**src/rtl/seg7_pkg.sv**
```systemverilog
// Shared definitions for the seven-segment readback block: the segment code
// type, the sixteen legal digit codes plus the blank code, and the state
// enumeration of the capture state machine.
// Segment codes are active-low, bit[6:0] = segments a..g, 0 = lit.
package seg7_pkg;

  typedef logic [6:0] seg_code_t;

  localparam seg_code_t SEG_0     = 7'b0000001;
  localparam seg_code_t SEG_1     = 7'b1001111;
  localparam seg_code_t SEG_2     = 7'b0010010;
  localparam seg_code_t SEG_3     = 7'b0000110;
  localparam seg_code_t SEG_4     = 7'b1001100;
  localparam seg_code_t SEG_5     = 7'b0100100;
  localparam seg_code_t SEG_6     = 7'b0100000;
  localparam seg_code_t SEG_7     = 7'b0001111;
  localparam seg_code_t SEG_8     = 7'b0000000;
  localparam seg_code_t SEG_9     = 7'b0001100;
  localparam seg_code_t SEG_A     = 7'b0001000;
  localparam seg_code_t SEG_B     = 7'b1100000;
  localparam seg_code_t SEG_C     = 7'b0110001;
  localparam seg_code_t SEG_D     = 7'b1000010;
  localparam seg_code_t SEG_E     = 7'b0110000;
  localparam seg_code_t SEG_F     = 7'b0111000;
  localparam seg_code_t SEG_BLANK = 7'b1111111;

  typedef enum logic {
    COLLECT = 1'b0,
    HOLD    = 1'b1
  } state_t;

endpackage

```
**src/rtl/seg7_to_hex.sv**
```systemverilog
// Combinational decoder from one active-low segment code to a hex nibble.
// Ports:
//   code   - 7-bit segment code (bit6 = a ... bit0 = g, 0 = lit)
//   nibble - decoded value 0..F (0 when the code is not a digit)
//   legal  - 1 when the code is one of the sixteen digit shapes
// The blank code and every other pattern report legal = 0.
module seg7_to_hex
  import seg7_pkg::*;
(
  input  seg_code_t   code,
  output logic [3:0]  nibble,
  output logic        legal
);

  // Table lookup; anything outside the digit table is illegal.
  always_comb begin
    nibble = 4'h0;
    legal  = 1'b1;
    case (code)
      SEG_0:   nibble = 4'h0;
      SEG_1:   nibble = 4'h1;
      SEG_2:   nibble = 4'h2;
      SEG_3:   nibble = 4'h3;
      SEG_4:   nibble = 4'h4;
      SEG_5:   nibble = 4'h5;
      SEG_6:   nibble = 4'h6;
      SEG_7:   nibble = 4'h7;
      SEG_8:   nibble = 4'h8;
      SEG_9:   nibble = 4'h9;
      SEG_A:   nibble = 4'hA;
      SEG_B:   nibble = 4'hB;
      SEG_C:   nibble = 4'hC;
      SEG_D:   nibble = 4'hD;
      SEG_E:   nibble = 4'hE;
      SEG_F:   nibble = 4'hF;
      default: legal  = 1'b0;
    endcase
  end

endmodule

```
**src/rtl/seg7_readback.sv**
```systemverilog
// Reads six seven-segment digit codes back into binary values. A reading is
// confirmed after STABLE_COUNT consecutive identical legal samples and is
// then presented on a valid/ready output.
// Ports:
//   clock, reset        - rising-edge clock, asynchronous active-high reset
//   sample_en           - the HEX inputs are sampled on this cycle
//   HEX5..HEX0          - active-low codes; HEX5:HEX4 byte, HEX3..HEX0 halfword
//   out_ready           - consumer accepts the reading with out_valid
//   out_valid           - a confirmed reading is held on pc_byte / wd_half
//   pc_byte, wd_half    - decoded readings
//   err, err_digit      - sticky: an illegal/blank code was sampled (per digit)
//   overrun             - sticky: a confirmation was dropped while holding
//   clr_flags           - synchronous clear of err, err_digit and overrun
module seg7_readback
  import seg7_pkg::*;
#(
  parameter int STABLE_COUNT = 3,
  parameter bit CHANGE_ONLY  = 1'b1
) (
  input  logic        clock,
  input  logic        reset,
  input  logic        sample_en,
  input  logic [6:0]  HEX5,
  input  logic [6:0]  HEX4,
  input  logic [6:0]  HEX3,
  input  logic [6:0]  HEX2,
  input  logic [6:0]  HEX1,
  input  logic [6:0]  HEX0,
  input  logic        out_ready,
  input  logic        clr_flags,
  output logic        out_valid,
  output logic [7:0]  pc_byte,
  output logic [15:0] wd_half,
  output logic        err,
  output logic [5:0]  err_digit,
  output logic        overrun
);

  localparam logic [3:0] STABLE_C = STABLE_COUNT[3:0];

  seg_code_t   code_s [6];
  logic [3:0]  nib_s  [6];
  logic [5:0]  legal_s;
  logic [41:0] vec_s;
  logic [23:0] value_s;
  logic        sample_ok_s;
  logic        sample_bad_s;
  logic        same_s;
  logic [3:0]  cnt_next_s;
  logic        confirm_s;
  logic        fresh_s;
  logic        overrun_ev_s;

  logic [41:0] prev_r;
  logic        prev_valid_r;
  logic [3:0]  stab_cnt_r;
  logic [23:0] last_r;
  logic        last_valid_r;
  state_t      state_r;
  logic        out_valid_r;
  logic [7:0]  pc_byte_r;
  logic [15:0] wd_half_r;
  logic        err_r;
  logic [5:0]  err_digit_r;
  logic        overrun_r;

  // Index i of code_s / nib_s / legal_s corresponds to HEXi.
  assign code_s[5] = HEX5;
  assign code_s[4] = HEX4;
  assign code_s[3] = HEX3;
  assign code_s[2] = HEX2;
  assign code_s[1] = HEX1;
  assign code_s[0] = HEX0;

  for (genvar g = 0; g < 6; g++) begin : g_dec
    seg7_to_hex u_dec (
      .code   (code_s[g]),
      .nibble (nib_s[g]),
      .legal  (legal_s[g])
    );
  end

  assign vec_s   = {HEX5, HEX4, HEX3, HEX2, HEX1, HEX0};
  assign value_s = {nib_s[5], nib_s[4], nib_s[3], nib_s[2], nib_s[1], nib_s[0]};

  assign sample_ok_s  = sample_en && (&legal_s);
  assign sample_bad_s = sample_en && !(&legal_s);
  assign same_s       = prev_valid_r && (vec_s == prev_r);

  // Next stability count for a legal sample, saturating at STABLE_COUNT.
  always_comb begin
    if (!same_s) begin
      cnt_next_s = 4'd1;
    end else if (stab_cnt_r == STABLE_C) begin
      cnt_next_s = STABLE_C;
    end else begin
      cnt_next_s = stab_cnt_r + 4'd1;
    end
  end

  // Only the sample that first reaches the threshold confirms; samples that
  // merely stay saturated do not.
  assign confirm_s    = sample_ok_s && (cnt_next_s == STABLE_C) &&
                        !(same_s && (stab_cnt_r == STABLE_C));
  assign fresh_s      = confirm_s &&
                        (!CHANGE_ONLY || !last_valid_r || (value_s != last_r));
  assign overrun_ev_s = fresh_s && (state_r == HOLD) && !out_ready;

  // Stability tracker: last sampled vector and its run length.
  always_ff @(posedge clock or posedge reset) begin
    if (reset) begin
      prev_r       <= 42'd0;
      prev_valid_r <= 1'b0;
      stab_cnt_r   <= 4'd0;
    end else if (sample_ok_s) begin
      if (!same_s) begin
        prev_r <= vec_s;
      end else begin
        prev_r <= prev_r;
      end
      prev_valid_r <= 1'b1;
      stab_cnt_r   <= cnt_next_s;
    end else if (sample_bad_s) begin
      prev_valid_r <= 1'b0;
      stab_cnt_r   <= 4'd0;
    end else begin
      prev_valid_r <= prev_valid_r;
      stab_cnt_r   <= stab_cnt_r;
    end
  end

  // Capture state machine with registered outputs and last-emitted value.
  always_ff @(posedge clock or posedge reset) begin
    if (reset) begin
      state_r      <= COLLECT;
      out_valid_r  <= 1'b0;
      pc_byte_r    <= 8'd0;
      wd_half_r    <= 16'd0;
      last_r       <= 24'd0;
      last_valid_r <= 1'b0;
    end else begin
      case (state_r)
        COLLECT: begin
          if (fresh_s) begin
            pc_byte_r    <= value_s[23:16];
            wd_half_r    <= value_s[15:0];
            last_r       <= value_s;
            last_valid_r <= 1'b1;
            out_valid_r  <= 1'b1;
            state_r      <= HOLD;
          end else begin
            state_r <= COLLECT;
          end
        end
        HOLD: begin
          if (out_ready && fresh_s) begin
            // Handshake and a new capture on the same edge: stay valid.
            pc_byte_r    <= value_s[23:16];
            wd_half_r    <= value_s[15:0];
            last_r       <= value_s;
            last_valid_r <= 1'b1;
            out_valid_r  <= 1'b1;
            state_r      <= HOLD;
          end else if (out_ready) begin
            out_valid_r <= 1'b0;
            state_r     <= COLLECT;
          end else begin
            // Held value stays; a fresh confirmation here is dropped.
            state_r <= HOLD;
          end
        end
        default: begin
          out_valid_r <= 1'b0;
          state_r     <= COLLECT;
        end
      endcase
    end
  end

  // Sticky flags; a new event on the clearing edge still sets its flag.
  always_ff @(posedge clock or posedge reset) begin
    if (reset) begin
      err_r       <= 1'b0;
      err_digit_r <= 6'd0;
      overrun_r   <= 1'b0;
    end else begin
      err_r       <= (err_r && !clr_flags) || sample_bad_s;
      err_digit_r <= (clr_flags ? 6'd0 : err_digit_r) |
                     ({6{sample_bad_s}} & ~legal_s);
      overrun_r   <= (overrun_r && !clr_flags) || overrun_ev_s;
    end
  end

  assign out_valid = out_valid_r;
  assign pc_byte   = pc_byte_r;
  assign wd_half   = wd_half_r;
  assign err       = err_r;
  assign err_digit = err_digit_r;
  assign overrun   = overrun_r;

endmodule

```
**config.mk**
```make
export PLATFORM = sky130hd
export DESIGN_NAME = seg7_readback
export DESIGN_NICKNAME = d
export VERILOG_FILES = /design/src/rtl/seg7_pkg.sv /design/src/rtl/seg7_to_hex.sv /design/src/rtl/seg7_readback.sv
export SDC_FILE = /design/constraint.sdc
export NUM_CORES = 1
export LEC_CHECK = 0
export BUFFER_PORTS_ARGS = -buffer_cell sky130_fd_sc_hd__buf_4
export CAP_MARGIN = 20
export CORE_MARGIN = 3
export CORE_UTILIZATION = 54
export DETAILED_ROUTE_END_ITERATION = 7
export PLACE_DENSITY = 0.78
export REMOVE_ABC_BUFFERS = 1
export SLEW_MARGIN = 40
export SYNTH_ARGS = -nofsm -noshare
export SYNTH_HDL_FRONTEND = slang
export SYNTH_SLANG_ARGS = --single-unit
```
**constraint.sdc**
```tcl
create_clock -name clock -period 2.7 [get_ports clock]
set_input_delay 0.54 -clock clock [delete_from_list [all_inputs] [get_ports clock]]
set_output_delay 0.54 -clock clock [all_outputs]
set_load 0.02 [all_outputs]
```
-- After elaboration in Yosys (flattened, before gate mapping)
Cells that the tools add are included.
- add/subtract/negate cells: 1
- multipliers: 0
- divide/modulo/power cells: 0
- $lt $le $gt $ge: 0
- eq/ne operators: 97
- shift operators: 0
- multiplexer cells: 38
- bitwise gates (word level): 5
- reduce and logical (&&, ||, !) cells: 37
- operators with widths (operator ; count):
    4-bit one-hot mux with 15 select lines ; 6
    7-bit by 6-bit == test with 1-bit output (second input constant) ; 30
    7-bit == test (second input constant) ; 24
    7-bit by 4-bit == test with 1-bit output (second input constant) ; 18
    16-bit OR reduction ; 6
    24-bit 2-to-1 mux ; 2
    24-bit one-hot mux with 2 select lines ; 1
    42-bit == test ; 1
    7-bit by 1-bit == test with 1-bit output (second input constant) ; 6
    7-bit by 3-bit == test with 1-bit output (second input constant) ; 6
    7-bit by 5-bit == test with 1-bit output (second input constant) ; 6
    7-bit zero test ; 6
    16-bit 2-to-1 mux ; 2
    16-bit one-hot mux with 2 select lines ; 1
    24-bit inequality test ; 1
    4-bit 2-to-1 mux ; 4
    8-bit 2-to-1 mux ; 2
    8-bit one-hot mux with 2 select lines ; 1
    1-bit 2-to-1 mux ; 15
    1-bit logical AND ; 12
    4-bit by 2-bit == test with 1-bit output (second input constant) ; 2
    6-bit bitwise AND ; 1
    6-bit 2-to-1 mux ; 1
    6-bit inverter ; 1
    12 further kinds ; 23
- register bits: 106
- latch bits: 0
- bits in writable memories: 0
- bits in read-only memories: 0
- input port bits: 47
- logic and storage cells: 190
- memories kept: 0

-- Depth between registers and ports, before layout
Gate-level depths: netlist of the first run.
- depth in word-level cells: 11
- mapped depth: 13
- depth with buffers taken out: 9

-- By module
Synthesis of the first run repeated with hierarchy kept, for this count alone.
- cells, all modules: 691
- area total of the unflattened synthesis: 6560.0 um^2
- by module, submodules not included (module ; times used ; cells each ; area an instance (um^2) ; seq. area each (um^2)):
    seg7_readback ; 1 ; 325 ; 4120.2 ; 2052.0
    seg7_to_hex ; 6 ; 61 ; 406.6 ; 0.0

-- Worst setup path before layout of the first run
OpenSTA, ideal clock, no wires.
- path type: in2reg
- start: in HEX2[6]
- end: reg last_r[10]
- library setup time: 0.125 ns
- data arrival time: 2.907 ns
- required time: 2.575 ns
- path slack: -0.333 ns
- stages: 11
- cell sequence: buf_2 > or4_1 > a2111o_1 > nand4b_1 > and2_1 > nand4_2 > and4bb_1 > o31a_1 > buf_6 > buf_12 > mux2_4
- longest elaborated chain between the ends: 11
- elaborated cells between the ends (all ways): 39
- those cells by class: 20 x eq/ne; 6 x mux; 13 x reduce/logical
- RTL lines (item ; line ; RTL):
    start: declaration ; seg7_readback.sv:26 ; input logic [6:0] HEX2,
    7-bit by 1-bit == test with 1-bit output (tied with other cells) ; seg7_to_hex.sv:19 ; case (code)
    16-bit OR reduction (no line) ; -- ;
    1-bit 2-to-1 mux ; seg7_to_hex.sv:19 ;
    6-bit AND reduction ; seg7_readback.sv:86 ; assign sample_ok_s = sample_en && (&legal_s);
    1-bit logical AND ; seg7_readback.sv:86 ;
    1-bit logical AND (2 in series) ; seg7_readback.sv:103 ; assign confirm_s = sample_ok_s && (cnt_next_s == STABLE_C) &&
    1-bit logical AND ; seg7_readback.sv:105 ; assign fresh_s = confirm_s &&
    1-bit logical AND ; seg7_readback.sv:156 ; if (out_ready && fresh_s) begin
    2-bit by 1-bit inequality test with 1-bit output (no line) ; -- ;
    2-bit AND reduction (no line) ; -- ;
    end signal: assignment ; seg7_readback.sv:147 ; last_r <= value_s;
    end signal: assignment ; seg7_readback.sv:160 ; last_r <= value_s;
    end: declaration ; seg7_readback.sv:57 ; logic [23:0] last_r;
Parallel ways exist; a longest one is shown, timed or not. The select of a mux whose other input is x is not followed.
A chain may end at the register's enable or synchronous reset.

-- Worst setup path in the final report of the first run
- start: in HEX2[2]
- end: reg last_r[5]
- longest elaborated chain between the ends: 11
- elaborated cells between the ends (all ways): 36
- those cells by class: 20 x eq/ne; 3 x mux; 13 x reduce/logical
- RTL lines (item ; line):
    7-bit by 1-bit == test with 1-bit output (tied with other cells) ; seg7_to_hex.sv:19
    16-bit OR reduction (no line) ; --
    1-bit 2-to-1 mux ; seg7_to_hex.sv:19
    6-bit AND reduction ; seg7_readback.sv:86
    1-bit logical AND ; seg7_readback.sv:86
    1-bit logical AND (2 in series) ; seg7_readback.sv:103
    1-bit logical AND (*) ; seg7_readback.sv:105
    1-bit logical AND ; seg7_readback.sv:156
    2-bit by 1-bit inequality test with 1-bit output (no line) ; --
    2-bit AND reduction (no line) (*) ; --
Every way passes the cells marked *; elsewhere a longest branch is shown, timed or not.

==> results_dict.tcl, run 1 <==
set metrics [dict create \
    outcome "finished with violations" \
    violations "setup timing" \
    crit_chain "buf_4, buf_4, nor4bb_1, buf_4, a21oi_1, o311ai_1, buf_4, xor2_1, nor3_1, nand4_1, o31a_4, clkbuf_16, mux2_4" \
    required_ns 2.94 \
    crit_path_max_fanout 6 \
    hold_violations 0 \
    place_congestion 1.02 \
    grt_first_pass_wirelength_um 37100 \
    synthTopCellsByArea "dfrtp_1, xnor2_1, nand2_1" \
    endpoint_kind "flip-flop" \
    synth_cell_types 78 \
    power-per-cell-area_nw_per_um2 339 \
    peakVddDrop_uv 361 \
    grt_use_total_pct 34.5 \
    fin_crit_sh_pct 114 \
    place_area_um2 8790 \
    htree_levels 3 \
    postRouteWirelength_um 25500 \
    highest_layer "met4" \
    synthArstFlopShare_pct 100 \
    synthCells 789 \
    r2r_cells 11 \
    rsz0062_at_grt "yes" \
    drc 0 \
    postCtsHoldBufs 0 \
    multi_input_area_um2 4850 \
    yosysSeqAreaShare_pct 30.8 \
    crit_top_cell "buf_4" \
    critPathLaunchType "input port" \
    combPwrFrac_pct 24.3 \
    critPathKind "in -> reg" \
    ys_seq_elements 82 \
    p_seq_share_pct 36.5 \
    r2r_end "last_r[5]$_DFFE_PP0P_" \
    cts_buffers 9 \
    synth_top_area_share_pct 30.8 \
    place_hpwl_um 16800 \
    io_pins 80 \
    r2r_slack_ns -0.28 \
    core_um2 11800 \
    ff_latch_area_um2 2050 \
    start_util_pct 56.7 \
    p_total_mw 3.41 \
    tightestPinTransition_ns 0.491 \
    yosys_warnings 0 \
    grt_pass1_vias 7330 \
    tns_ns -9.33 \
    cts_sinks 82 \
    first_pass_iters 5 \
    wl_met1_um 9900 \
    drive_above_1_share_pct 44.0 \
    min_path_type "in -> async" \
    whs_ns 0.119 \
    clk_latency_ns 0.35 \
    fillers 599 \
    finalMaxSlewViolations 0 \
    slowest_stage "o31a_4" \
    layout_setup_ws_ns -0.386 \
    antenna_found_initial 0 \
    switching_power_mw 0.979 \
    cts-root-buf "clkbuf_16" \
    vias_per_cell 6.35 \
    postRouteAntennaNets 0 \
    final_area_um2 10100 \
    fmax_ghz 0.324 \
    met2_length_um 12100 \
    p_leak_nw 4.65 \
    cp_data_arrival_time_ns 3.33 \
    finalCriticalPeriod_ns 3.09 \
    slew_headroom_pct 67.1 \
    yosys.area.top_type "dfrtp_1" \
    slowest_delay_ns 0.46 \
    dr.first_iter.drc_count 854 \
    swShare_pct 28.7 \
    layout.nets 1095 \
    via_count 7727 \
    worstReg2RegStart "prev_r[14]$_DFFE_PP0P_" \
    grt_overflow 0 \
    grt_max_degree 44 \
    wl_per_cell_um 20.9 \
    diodes 0 \
    syn2layout_area_growth_pct 50.9 \
    finalSetupViolCount 37 \
    rows 39 \
    dieArea_um2 13700 \
    maxCapViolCount 0 \
    skew_ns 0.00648 \
    p_int_mw 2.44 \
    met3_length_um 2160 \
    io_buffers 79 \
    cts_buffer_depth 2 \
    die_w_um 117 \
    synth_area_um2 6670 \
    die_y_um 117 \
    synth-edff-count 0 \
    clkTransAtPathRegs_ns 0.06 \
    synth_ff_type "dfrtp_1" \
    synth_area_per_cell_um2 8.46 \
    cts_tree "yes" \
    power_frac_clock_pct 39.2 \
]
-- synthesized netlist by cell type (7+ instances only) --
cell type	instances
nor4b_1	8
dfrtp_1	82
buf_2	42
mux2_4	10
mux2_2	17
inv_1	36
or4_1	7
nor4bb_1	10
nor3_1	31
nand3b_1	7
nor2_1	34
mux2i_1	8
nand3_1	21
o22ai_1	9
nor2b_1	10
and3_1	7
and2_1	7
clkbuf_1	15
nor3b_1	13
nand2b_1	17
nor4_1	15
o211ai_1	10
o21ai_0	33
a21oi_1	16
xnor2_1	51
nand2_1	97
nand4_1	29
xor2_1	21
-- logic make-up (layout without fill, tap and decap cells) --
kind of cell             after synthesis  count (layout)  synth area share [%]
XOR/XNOR                              72              72                  9.45
adder cells (fa/ha/maj)                1               1                 0.188
buffers and inverters                102             365                  7.39
AND/OR/NAND/NOR                      361             361                  31.2
flip-flops                            82              82                  30.8
AO/OA/AOI/OAI                        136             136                  14.7
multiplexers                          35              35                  6.32
-- worst max-delay path by stage --
stage                                 startpoint                      to  cells after the start
after detailed placement                 HEX4[0]  prev_r[15]$_DFFE_PP0P_                     12
after global placement                   HEX2[5]   last_r[0]$_DFFE_PP0P_                     12
after floorplan                          HEX2[2]   last_r[0]$_DFFE_PP0P_                      8
final                                    HEX2[2]   last_r[5]$_DFFE_PP0P_                     13
after CTS                 prev_r[14]$_DFFE_PP0P_   last_r[4]$_DFFE_PP0P_                     11
after global routing                     HEX0[2]   last_r[5]$_DFFE_PP0P_                     13
-- flip-flops by register name (all words and copies together) (netlist names) --
| name | count |
|---|---|
| stab_cnt_r | 4 |
| last_r | 24 |
| overrun | 1 |
| state_r | 1 |
| prev_r | 42 |
| err | 1 |
| err_digit | 6 |
| prev_valid_r | 1 |
| last_valid_r | 1 |
| out_valid | 1 |
-- cell usage in the layout, fill, tap and decap left out, drive strengths merged, types with 9 or more instances in the layout --
cell type | Yosys | final
mux2 | 27 | 27
nor3b | 13 | 13
xor2 | 21 | 21
nor2b | 10 | 10
nor4bb | 10 | 10
nor4 | 15 | 15
xnor2 | 51 | 51
nand4 | 30 | 30
o22ai | 9 | 9
buf | 50 | 311
nand3 | 21 | 21
o211ai | 10 | 10
dfrtp | 82 | 82
nor2 | 34 | 34
nand2 | 97 | 97
o21ai | 33 | 33
nor3 | 31 | 31
clkbuf | 15 | 12
inv | 37 | 36
nand2b | 17 | 17
a21oi | 16 | 16
-- per-stage QoR --
step / utilization, % / cells / setup WS (ns)
floorplan: - / 724 / -0.896
global placement: 74.7 / 1181 / -0.774
detailed placement: 74.7 / 1181 / -0.771
CTS: 81.4 / 1206 / -0.207
global route: 85.6 / 1216 / -0.483
finish: 85.6 / 1216 / -0.386
-- worst max-delay path: cells and delay by family --
kind	cells	cell delay, ns
XOR/XNOR	1	0.08
multiplexers	1	0.30
AND/OR/NAND/NOR	3	0.76
buffers and inverters	5	0.83
AO/OA/AOI/OAI	3	0.83
-- routing by layer --
layer,track usage [%],up-vias
met5,0,-
met4,16.9,0
met2,56.6,516
met3,6.22,130
li1,-,3393
met1,43.8,3688
-- layout make-up --
cell class,count,share of cell area (%)
Inverter,37,1.39
Tap cell,164,2.04
Sequential cell,82,20.4
Timing Repair Buffer,312,24.9
Clock buffer,11,2.31
Clock inverter,5,0.783
Multi-Input combinational cell,605,48.2
-- power groups by stage --
stage               registers (mW)  clock network (mW)  logic [mW]
floorplan                     1.28                   0       0.231
global placement              1.27                   0       0.687
detailed placement            1.27                   0       0.710
CTS                           1.25                1.33       0.751
global route                  1.25                1.38       0.880
finish                        1.25                1.34       0.829
-- repair_timing --
item	in CTS	in global routing
setup endpoints to repair	73	72
gates cloned	1	1
resized for setup	72	80
pin swaps	31	24
buffers inserted	8	9
(Power assumes the default switching activity.)
==> run 2, diff against run 1 <==
BUFFER_PORTS_ARGS = default   (was -buffer_cell sky130_fd_sc_hd__buf_4)
CORE_UTILIZATION = 57   (was 54)
DONT_BUFFER_PORTS = 1   (was default)
GPL_ROUTABILITY_DRIVEN = 0   (was default)
PLACE_DENSITY = 0.77   (was 0.78)
==> run 2 against run 1 <==
  * The flow still finishes with violations (setup timing)
  * First-iteration DRC count decreased by 30%
  * Critical path type is now reg -> reg
  * Final area decreased by 22%
  * Power decreased by 11%
  * Sequential power about the same
  * Global-route usage decreased by 5.1 points
  * Core utilization decreased by 15 points
  * Highest routed layer unchanged
  * Wire length decreased by 24%
  * Combinational power decreased by 54%
  * Register-to-register slack improved by 0.09 ns
  * Cell count decreased by 19%
  * Largest power group unchanged
  * Largest cell class unchanged
  * Die area decreased by 5.0%
==> results_dict.tcl, run 2 (synthesis gave the netlist of run 1 again) <==
set metrics [dict create \
    outcome "finished with violations" \
    violations "setup timing" \
    min_path_type "in -> async" \
    syn2layout_area_growth_pct 18.4 \
    postRouteAntennaNets 0 \
    cts_buffer_depth 2 \
    maxCapViolCount 0 \
    cts_buffers 9 \
    wl_per_cell_um 19.9 \
    grt_max_degree 34 \
    die_y_um 114 \
    via_count 6397 \
    core_um2 11100 \
    p_leak_nw 3.42 \
    cts-root-buf "clkbuf_16" \
    layout_common_cells "nand2_1, buf_4, dfrtp_1, xnor2_1, inv_1" \
    fin_crit_sh_pct 107 \
    critPathKind "reg -> reg" \
    grt_pass1_vias 6091 \
    place_hpwl_um 13800 \
    cts_sinks 82 \
    htree_levels 3 \
    cts_tree "yes" \
    dr.first_iter.drc_count 598 \
    fmax_ghz 0.346 \
    largest_register_ffs 42 \
    postCtsHoldBufs 0 \
    endpoint_kind "flip-flop" \
    layout_setup_ws_ns -0.189 \
    drive_above_1_share_pct 22.5 \
    final_common_cell "nand2_1" \
    clkTransAtPathRegs_ns 0.06 \
    finalMaxSlewViolations 0 \
    hold_violations 0 \
    postRouteWirelength_um 19500 \
    io_buffers 0 \
    skew_ns 0.00699 \
    diodes 0 \
    dieArea_um2 13000 \
    rows 38 \
    finalSetupViolCount 26 \
    tns_ns -3.74 \
    slew_headroom_pct 56.7 \
    whs_ns 0.112 \
    cp_data_arrival_time_ns 3.12 \
    io_pins 80 \
    rsz0062_at_grt "yes" \
    vias_per_cell 6.53 \
    clk_latency_ns 0.36 \
    critPathLaunchType "flip-flop" \
    grt_overflow 0 \
    first_pass_iters 5 \
    tightestPinTransition_ns 0.640 \
    layout.nets 882 \
    largest-register "prev_r" \
    grt_first_pass_wirelength_um 30800 \
    crit_path_max_fanout 11 \
    drc 0 \
    finalCriticalPeriod_ns 2.89 \
    die_w_um 114 \
    antenna_found_initial 0 \
    power-per-cell-area_nw_per_um2 383 \
    required_ns 2.94 \
    peakVddDrop_uv 411 \
    start_util_pct 60.0 \
    grt_use_total_pct 29.4 \
]
-- run 2: area by class of cell --
cell class / count / area, um2
clock buffers: 12 / 256
clock inverters: 4 / 73.8
fillers: 813 / 3230
inverters: 37 / 140
multi-input cells: 605 / 4360
flip-flops and latches: 82 / 2050
well taps: 140 / 175
repair buffers: 99 / 842
-- run 2: worst paths after layout --
path	from	to	slack (ns)	cells after the start
setup / recovery	prev_r[19]$_DFFE_PP0P_	last_r[6]$_DFFE_PP0P_	-0.19	11
hold / removal	reset	last_r[21]$_DFFE_PP0P_	0.11	1
setup reg to reg	prev_r[19]$_DFFE_PP0P_	last_r[6]$_DFFE_PP0P_	-0.19	11
hold reg to reg	prev_r[41]$_DFFE_PP0P_	prev_r[41]$_DFFE_PP0P_	0.50	2
max in group asynchronous	reset	last_r[12]$_DFFE_PP0P_	1.92	2
min in group clock	clr_flags	err_digit[4]$_DFF_PP0_	0.28	1
-- run 2: worst max-delay path: stages (launching register included) --
cell and delay (ns):
dfrtp_1 0.40, xnor2_2 0.24, nand2_1 0.08, or3b_1 0.39, nor4_2 0.27, nand4_1 0.14
nor4_2 0.20, buf_4 0.17, and4bb_1 0.21, o31a_4 0.20, buf_12 0.17, mux2_4 0.31
-- run 2: report_power, final --
| group | internal, mW | leakage [nW] | switching (mW) |
|---|---|---|---|
| logic | 0.194 | 2.18 | 0.188 |
| registers | 1.24 | 1.08 | 0.0208 |
| clock network | 0.861 | 0.163 | 0.522 |
| total | 2.29 | 3.42 | 0.731 |
-- run 2: timing repair --
item | CTS | global route
gates cloned | 0 | 1
setup endpoints to repair | 50 | 70
resized for setup | 18 | 29
buffers inserted | 3 | 4
pin swaps | 7 | 12
endpoints found under the hold margin | 0 | 0
-- run 2: stage by stage --
stage	worst slack [ns]	area (um2)	utilization, %	instances	power, mW
floorplan	-0.896	6320	-	724	1.51
global placement	-0.545	7240	65.1	955	1.63
detailed placement	-0.574	7240	65.1	955	1.64
CTS	-0.189	7690	69.1	974	3.02
global route	-0.279	7900	71.0	979	3.13
finish	-0.189	7900	71.0	979	3.02
-- run 2: routing by layer --
metal	part of all wire (%)	wire, um	GRT usage [%]
met3	8.2	1600	8.09
met5	0	0	0
met4	2.6	512	10.7
met2	47	9170	46.6
met1	42	8210	38.5
